`src/rtl/ifu_fetch_if.sv`:
```
// Fetch-unit bus bundle: instruction-memory request/grant/response plus the decode handoff.
interface ifu_fetch_if #(
    parameter int INST_W = 32
);
    logic              imem_req;
    logic [63:0]       imem_addr;
    logic              imem_gnt;
    logic              imem_rvalid;
    logic [INST_W-1:0] imem_rdata;
    logic              ivalid;
    logic [INST_W-1:0] inst;
    logic [63:0]       inst_pc;
    logic              pipe2_allowin;

    modport master (
        output imem_req, imem_addr, ivalid, inst, inst_pc,
        input  imem_gnt, imem_rvalid, imem_rdata, pipe2_allowin
    );

    modport slave (
        input  imem_req, imem_addr, ivalid, inst, inst_pc,
        output imem_gnt, imem_rvalid, imem_rdata, pipe2_allowin
    );
endinterface

```
`src/rtl/ifu_fetch.sv`:
```
// Instruction-fetch front end: PC generation, single-outstanding imem handshake, decode handoff.
// Optional macro IFU_PERF_EN adds fetch/flush performance counters.
module ifu_fetch #(
    parameter logic [63:0] RESET_PC = 64'h0000_0000_8000_0000,
    parameter int          INST_W   = 32
) (
    input  logic        clk,
    input  logic        rst_n,
    input  logic        redirect,
    input  logic [63:0] redirect_pc,
    input  logic        if_en,
`ifdef IFU_PERF_EN
    output logic [63:0] perf_fetch_cnt,
    output logic [31:0] perf_flush_cnt,
`endif
    ifu_fetch_if.master bus
);

    typedef enum logic [2:0] {
        ST_IDLE = 3'd0,
        ST_REQ  = 3'd1,
        ST_WAIT = 3'd2,
        ST_HOLD = 3'd3,
        ST_DROP = 3'd4
    } state_t;

    state_t            state_r, state_nxt_s, resume_s;
    logic [63:0]       pc_r, pc_nxt_s;
    logic [63:0]       req_pc_r, req_pc_nxt_s;
    logic [63:0]       inst_pc_r, inst_pc_nxt_s;
    logic [INST_W-1:0] inst_r, inst_nxt_s;
    logic              ivalid_r, ivalid_nxt_s;
    logic              req_r;
    logic              redir_q_r;
    logic              new_redir_s;
    logic              fetch_s;
    logic              flush_s;

    // Only the rising edge of the held redirect level acts on the PC.
    assign new_redir_s = redirect & ~redir_q_r;
    assign resume_s    = if_en ? ST_REQ : ST_IDLE;

    // State, PC and output registers.
    always_ff @(posedge clk) begin
        if (!rst_n) begin
            state_r   <= ST_IDLE;
            pc_r      <= RESET_PC;
            req_pc_r  <= 64'd0;
            inst_pc_r <= 64'd0;
            inst_r    <= {INST_W{1'b0}};
            ivalid_r  <= 1'b0;
            req_r     <= 1'b0;
            redir_q_r <= 1'b0;
        end else begin
            state_r   <= state_nxt_s;
            pc_r      <= pc_nxt_s;
            req_pc_r  <= req_pc_nxt_s;
            inst_pc_r <= inst_pc_nxt_s;
            inst_r    <= inst_nxt_s;
            ivalid_r  <= ivalid_nxt_s;
            req_r     <= (state_nxt_s == ST_REQ);
            redir_q_r <= redirect;
        end
    end

    // Next-state, PC selection and flush decisions.
    always_comb begin
        state_nxt_s   = state_r;
        pc_nxt_s      = pc_r;
        req_pc_nxt_s  = req_pc_r;
        inst_pc_nxt_s = inst_pc_r;
        inst_nxt_s    = inst_r;
        ivalid_nxt_s  = ivalid_r;
        flush_s       = 1'b0;
        fetch_s       = ivalid_r & bus.pipe2_allowin;
        case (state_r)
            ST_IDLE: begin
                if (new_redir_s) begin
                    pc_nxt_s = redirect_pc;
                end else begin
                    pc_nxt_s = pc_r;
                end
                state_nxt_s = resume_s;
            end
            ST_REQ: begin
                if (bus.imem_gnt) begin
                    req_pc_nxt_s = pc_r;
                    if (new_redir_s) begin
                        // Granted fetch is already in flight: its response must be dropped.
                        pc_nxt_s    = redirect_pc;
                        flush_s     = 1'b1;
                        state_nxt_s = ST_DROP;
                    end else begin
                        state_nxt_s = ST_WAIT;
                    end
                end else if (new_redir_s) begin
                    pc_nxt_s = redirect_pc;
                end else begin
                    state_nxt_s = ST_REQ;
                end
            end
            ST_WAIT: begin
                if (new_redir_s) begin
                    pc_nxt_s    = redirect_pc;
                    flush_s     = 1'b1;
                    state_nxt_s = bus.imem_rvalid ? resume_s : ST_DROP;
                end else if (bus.imem_rvalid) begin
                    inst_nxt_s    = bus.imem_rdata;
                    inst_pc_nxt_s = req_pc_r;
                    ivalid_nxt_s  = 1'b1;
                    state_nxt_s   = ST_HOLD;
                end else begin
                    state_nxt_s = ST_WAIT;
                end
            end
            ST_DROP: begin
                if (new_redir_s) begin
                    pc_nxt_s = redirect_pc;
                end else begin
                    pc_nxt_s = pc_r;
                end
                if (bus.imem_rvalid) begin
                    state_nxt_s = resume_s;
                end else begin
                    state_nxt_s = ST_DROP;
                end
            end
            ST_HOLD: begin
                if (new_redir_s) begin
                    // A same-cycle accept still counts as delivered, so no flush then.
                    ivalid_nxt_s = 1'b0;
                    pc_nxt_s     = redirect_pc;
                    flush_s      = ~bus.pipe2_allowin;
                    state_nxt_s  = resume_s;
                end else if (bus.pipe2_allowin) begin
                    ivalid_nxt_s = 1'b0;
                    pc_nxt_s     = inst_pc_r + 64'd4;
                    state_nxt_s  = resume_s;
                end else begin
                    state_nxt_s = ST_HOLD;
                end
            end
            default: begin
                state_nxt_s  = ST_IDLE;
                ivalid_nxt_s = 1'b0;
            end
        endcase
    end

    assign bus.imem_req  = req_r;
    assign bus.imem_addr = pc_r;
    assign bus.ivalid    = ivalid_r;
    assign bus.inst      = inst_r;
    assign bus.inst_pc   = inst_pc_r;

`ifdef IFU_PERF_EN
    // Performance counters for accepted fetches and flushed fetches.
    always_ff @(posedge clk) begin
        if (!rst_n) begin
            perf_fetch_cnt <= 64'd0;
            perf_flush_cnt <= 32'd0;
        end else begin
            if (fetch_s) begin
                perf_fetch_cnt <= perf_fetch_cnt + 64'd1;
            end
            if (flush_s) begin
                perf_flush_cnt <= perf_flush_cnt + 32'd1;
            end
        end
    end
`else
    logic perf_unused_s;
    assign perf_unused_s = fetch_s ^ flush_s;
`endif

endmodule

```
`src/flat_wrapper.sv`:
```
// flat-port wrapper written by rule: the top's interface ports become plain ports
module ifu_fetch_flat 
#(
    parameter logic [63:0] RESET_PC = 64'h0000_0000_8000_0000,
    parameter int          INST_W   = 32
)
  (clk, rst_n, redirect, redirect_pc, if_en, bus_imem_req, bus_imem_addr, bus_ivalid, bus_inst, bus_inst_pc, bus_imem_gnt, bus_imem_rvalid, bus_imem_rdata, bus_pipe2_allowin);
  ifu_fetch_if #(.INST_W(INST_W)) bus_i ();
  input  logic clk;
  input  logic rst_n;
  input  logic redirect;
  input  logic [63:0] redirect_pc;
  input  logic if_en;
  output wire logic [$bits(bus_i.imem_req)-1:0] bus_imem_req;
  output wire logic [$bits(bus_i.imem_addr)-1:0] bus_imem_addr;
  output wire logic [$bits(bus_i.ivalid)-1:0] bus_ivalid;
  output wire logic [$bits(bus_i.inst)-1:0] bus_inst;
  output wire logic [$bits(bus_i.inst_pc)-1:0] bus_inst_pc;
  input wire logic [$bits(bus_i.imem_gnt)-1:0] bus_imem_gnt;
  input wire logic [$bits(bus_i.imem_rvalid)-1:0] bus_imem_rvalid;
  input wire logic [$bits(bus_i.imem_rdata)-1:0] bus_imem_rdata;
  input wire logic [$bits(bus_i.pipe2_allowin)-1:0] bus_pipe2_allowin;
  assign bus_imem_req = bus_i.imem_req;
  assign bus_imem_addr = bus_i.imem_addr;
  assign bus_ivalid = bus_i.ivalid;
  assign bus_inst = bus_i.inst;
  assign bus_inst_pc = bus_i.inst_pc;
  assign bus_i.imem_gnt = bus_imem_gnt;
  assign bus_i.imem_rvalid = bus_imem_rvalid;
  assign bus_i.imem_rdata = bus_imem_rdata;
  assign bus_i.pipe2_allowin = bus_pipe2_allowin;
  ifu_fetch #(.RESET_PC(RESET_PC), .INST_W(INST_W)) u_core (.clk(clk), .rst_n(rst_n), .redirect(redirect), .redirect_pc(redirect_pc), .if_en(if_en), .bus(bus_i));
endmodule
```
`config.mk`:
```
export PLATFORM = sky130hd
export DESIGN_NAME = ifu_fetch_flat
export DESIGN_NICKNAME = d
export VERILOG_FILES = /design/src/rtl/ifu_fetch_if.sv /design/src/rtl/ifu_fetch.sv /design/src/flat_wrapper.sv
export SDC_FILE = /design/constraint.sdc
export NUM_CORES = 1
export LEC_CHECK = 0
export BUFFER_PORTS_ARGS = -buffer_cell sky130_fd_sc_hd__buf_4
export CORE_ASPECT_RATIO = 1.1
export CORE_MARGIN = 4
export CORE_UTILIZATION = 53
export CTS_CLUSTER_SIZE = 12
export DETAILED_ROUTE_END_ITERATION = 8
export PLACE_DENSITY_LB_ADDON = 0.25
export REMOVE_ABC_BUFFERS = 1
export SKIP_LAST_GASP = 1
export SYNTH_ARGS = -nofsm -noshare
export SYNTH_HDL_FRONTEND = slang
export SYNTH_SLANG_ARGS = --single-unit
```
`constraint.sdc`:
```
create_clock -name clk -period 2.8 [get_ports clk]
set_input_delay 0.56 -clock clk [delete_from_list [all_inputs] [get_ports clk]]
set_output_delay 0.56 -clock clk [all_outputs]
set_load 0.005 [all_outputs]
```
==> metrics <==
Worst-path clk slew=0.06 ns; Max Cap Viol=0; Die Ht=151 um; area leader, netlist=dfxtp_1; vias=9882; Final Net Count=1640; global-route wire length before repair=46600 um; Core Region=17900 um^2; FF/Latch Area=4600 um^2; max_slew headroom=54.0%; H-Tree Depth=1; largest net degree at the start of global routing=74; Fin. Hold Viols=0; clock tree buffer depth=3; layout cells sized above 1=21.9%; ant diodes=0; largest family of logic cells by synthesized area=simple AND/OR/NAND/NOR gates; switch share=23.0%; area occupied by multi-input gates=4820 um^2; Synth Area in Simple Gates=28.6%; hold crit path type=in2reg; I/O pins=265; DRT iter0 DRCs=686; WS Path Type=reg2reg; Final Core Density=71.4%; post_cts resized=0; share of the synthesized area in the top cell type=47.0%; Largest delay share family, worst path=simple AND/OR/NAND/NOR gates; RSZ-0062 raised after global routing=no; crit-path cells=nand4_4, or4_4, or3_1, nor3_1, xnor2_1, o21ai_1; post-synthesis mux area share=0.102%; Die X=138 um; Pins Over Slew Limit=0; root buffer cell=clkbuf_16; Internal=5400 uW; final worst path period share=86.4%; Post-Syn Area=9790 um^2; VDD IR max=529 uV; overall routing resource usage=27.9%; Area contributors post-synth=dfxtp_1 47%, nand2_1 18%, a21oi_1 9.0%, nand3_1 3.8%, xnor2_1 3.6%; clk_lat worst skew=0.51 ns; RePlAce Congestion=0.880; Mapped Cells=1313; IO buf count=264; CP Capture Type=flop; worst-path fanout max=8; Setup Fix Bufs, Post-CTS=0; area delta synth->final=30.7%; CP Launch Type=flop; Synth Warn #=0; EDFF count, synth=0; Vias/cell=5.53; PwrDens=548 nW/um^2; vias in the first global route=9263; Final setup viols=0; Synth Register Bits=230; CTS tree=yes; Final ANT Viol Nets=0; Worst Skew=0.0107 ns; clock group share of total power=43.1%; Cell variety after synth=51; CTS Hold Bufs=0; GRT Residual Overflow=0; most frequent cell after synthesis=nand2_1; fill count=1496; Post-Route WL=30000 um; Max Clk Rate=0.413 GHz; Syn Area/Cell=7.46 um^2; Gate power share=8.2%; die area=20700 um^2; hpwl dp=20200 um; Initial Utilization=54.6%; crit path DAT=2.81 ns; Synth Area in XOR/XNOR=5.37%; Place WS=0.399 ns; adder-cell area share of the yosys netlist=0.128%; Flop pwr share=48.7%; Routed WL per cell=16.8 um; DR DRC count=0; Sw Pwr=1620 uW; ys async rst share=0%; total CTS buffers=24; Compound-Gate Fraction of Synth Area=14.6%; Tmin final=2.42 ns; Clock Sinks=230; critical path's largest stage delay=0.60 ns; CP max-delay cell=or4_4; Worst EP required=3.19 ns; Top FF cell, synth=dfxtp_1; status=finished, final reports clean; First-pass DRT Iterations=5; final worst setup slack=0.381 ns; Bufs and invs on worst path=0; initial antenna violation count=0; Cell Rows=51; sequential area share after synthesis=47.0%; Worst Max-Slew Pin Slew=0.683 ns; most frequent cells after synthesis=459 x nand2_1, 230 x dfxtp_1, 177 x a21oi_1; leakage=0.00495 uW
## cells by family after synthesis
kind of cell	count (synthesis)
AND/OR/NAND/NOR	654
AO/OA/AOI/OAI	261
flip-flops	230
buffers and inverters	106
XOR/XNOR	60
multiplexers	1
adder cells (fa/ha/maj)	1
## metal layers
layer | GRT usage [%] | share of wire (%) | vias up | wire [um]
met1 | 35.6 | 40 | 4597 | 12000
met3 | 6.89 | 10 | 44 | 3020
met2 | 46.7 | 48 | 417 | 14400
met5 | 0 | 0 | - | 0
li1 | - | - | 4824 | -
met4 | 8.23 | 2.1 | 0 | 616
## worst register-to-register path, stage by stage, from the launching register on
cell and delay [ns]:
dfxtp_1 0.47, nand4_4 0.19, or4_4 0.60, or3_1 0.53, nor3_1 0.27, xnor2_1 0.16
o21ai_1 0.08
## flip-flops by register name (all words and copies together), names as in the netlist
name and flops:
u_core.state_r 3, u_core.bus.ivalid 1, u_core.bus.inst_pc 64, u_core.bus.inst 32
u_core.redir_q_r 1, u_core.bus.imem_addr 64, u_core.bus.imem_req 1, u_core.req_pc_r 64
## metrics by stage
step                      hold slack, ns  cell area, um^2  total power [uW]  TNS [ns]  cells
after global routing               0.277            12800              7260         0   1787
after floorplan                    0.432             9420              3700   -146.16   1218
after detailed placement           0.443            12100              4060         0   1748
after global placement             0.436            12100              4050         0   1748
after CTS                          0.256            12800              7060         0   1787
final                              0.271            12800              7020         0   1787
## power groups by stage
stage	clock [uW]	sequential (uW)	combinational (uW)
floorplan	0	3480	222
global placement	0	3490	563
detailed placement	0	3490	571
CTS	3060	3420	574
global route	3200	3430	627
finish	3020	3420	575
## cell usage in the layout, fill, tap and decap left out, types with 10 or more instances in the layout
master     count
nand4_1       14
buf_4        284
nand3_1       72
inv_1         10
xnor2_1       40
nor3_1        21
nand2_1      459
a21oi_1      177
o21ai_0       42
nor2_1        40
xor2_1        20
clkbuf_16     25
dfxtp_1      230
## final timing paths
kind / from / end / slack [ns] / cells after the start
worst max-delay path: u_core.bus.inst_pc[9] / u_core.bus.imem_addr[48] / 0.38 / 6
worst min register to register: u_core.req_pc_r[42] / u_core.bus.inst_pc[42] / 0.45 / 2
worst max register to register: u_core.bus.inst_pc[9] / u_core.bus.imem_addr[48] / 0.38 / 6
worst min-delay path: redirect / u_core.redir_q_r / 0.27 / 2
## cell type report
type	count	share of cell area [%]
Clock inverter	1	0.0391
Multi-Input combinational cell	977	37.6
Clock buffer	38	5.74
Timing Repair Buffer	292	17.9
Sequential cell	230	36.0
Tap cell	238	2.33
Inverter	11	0.362
Note: power is estimated with default switching activity, not from simulation.
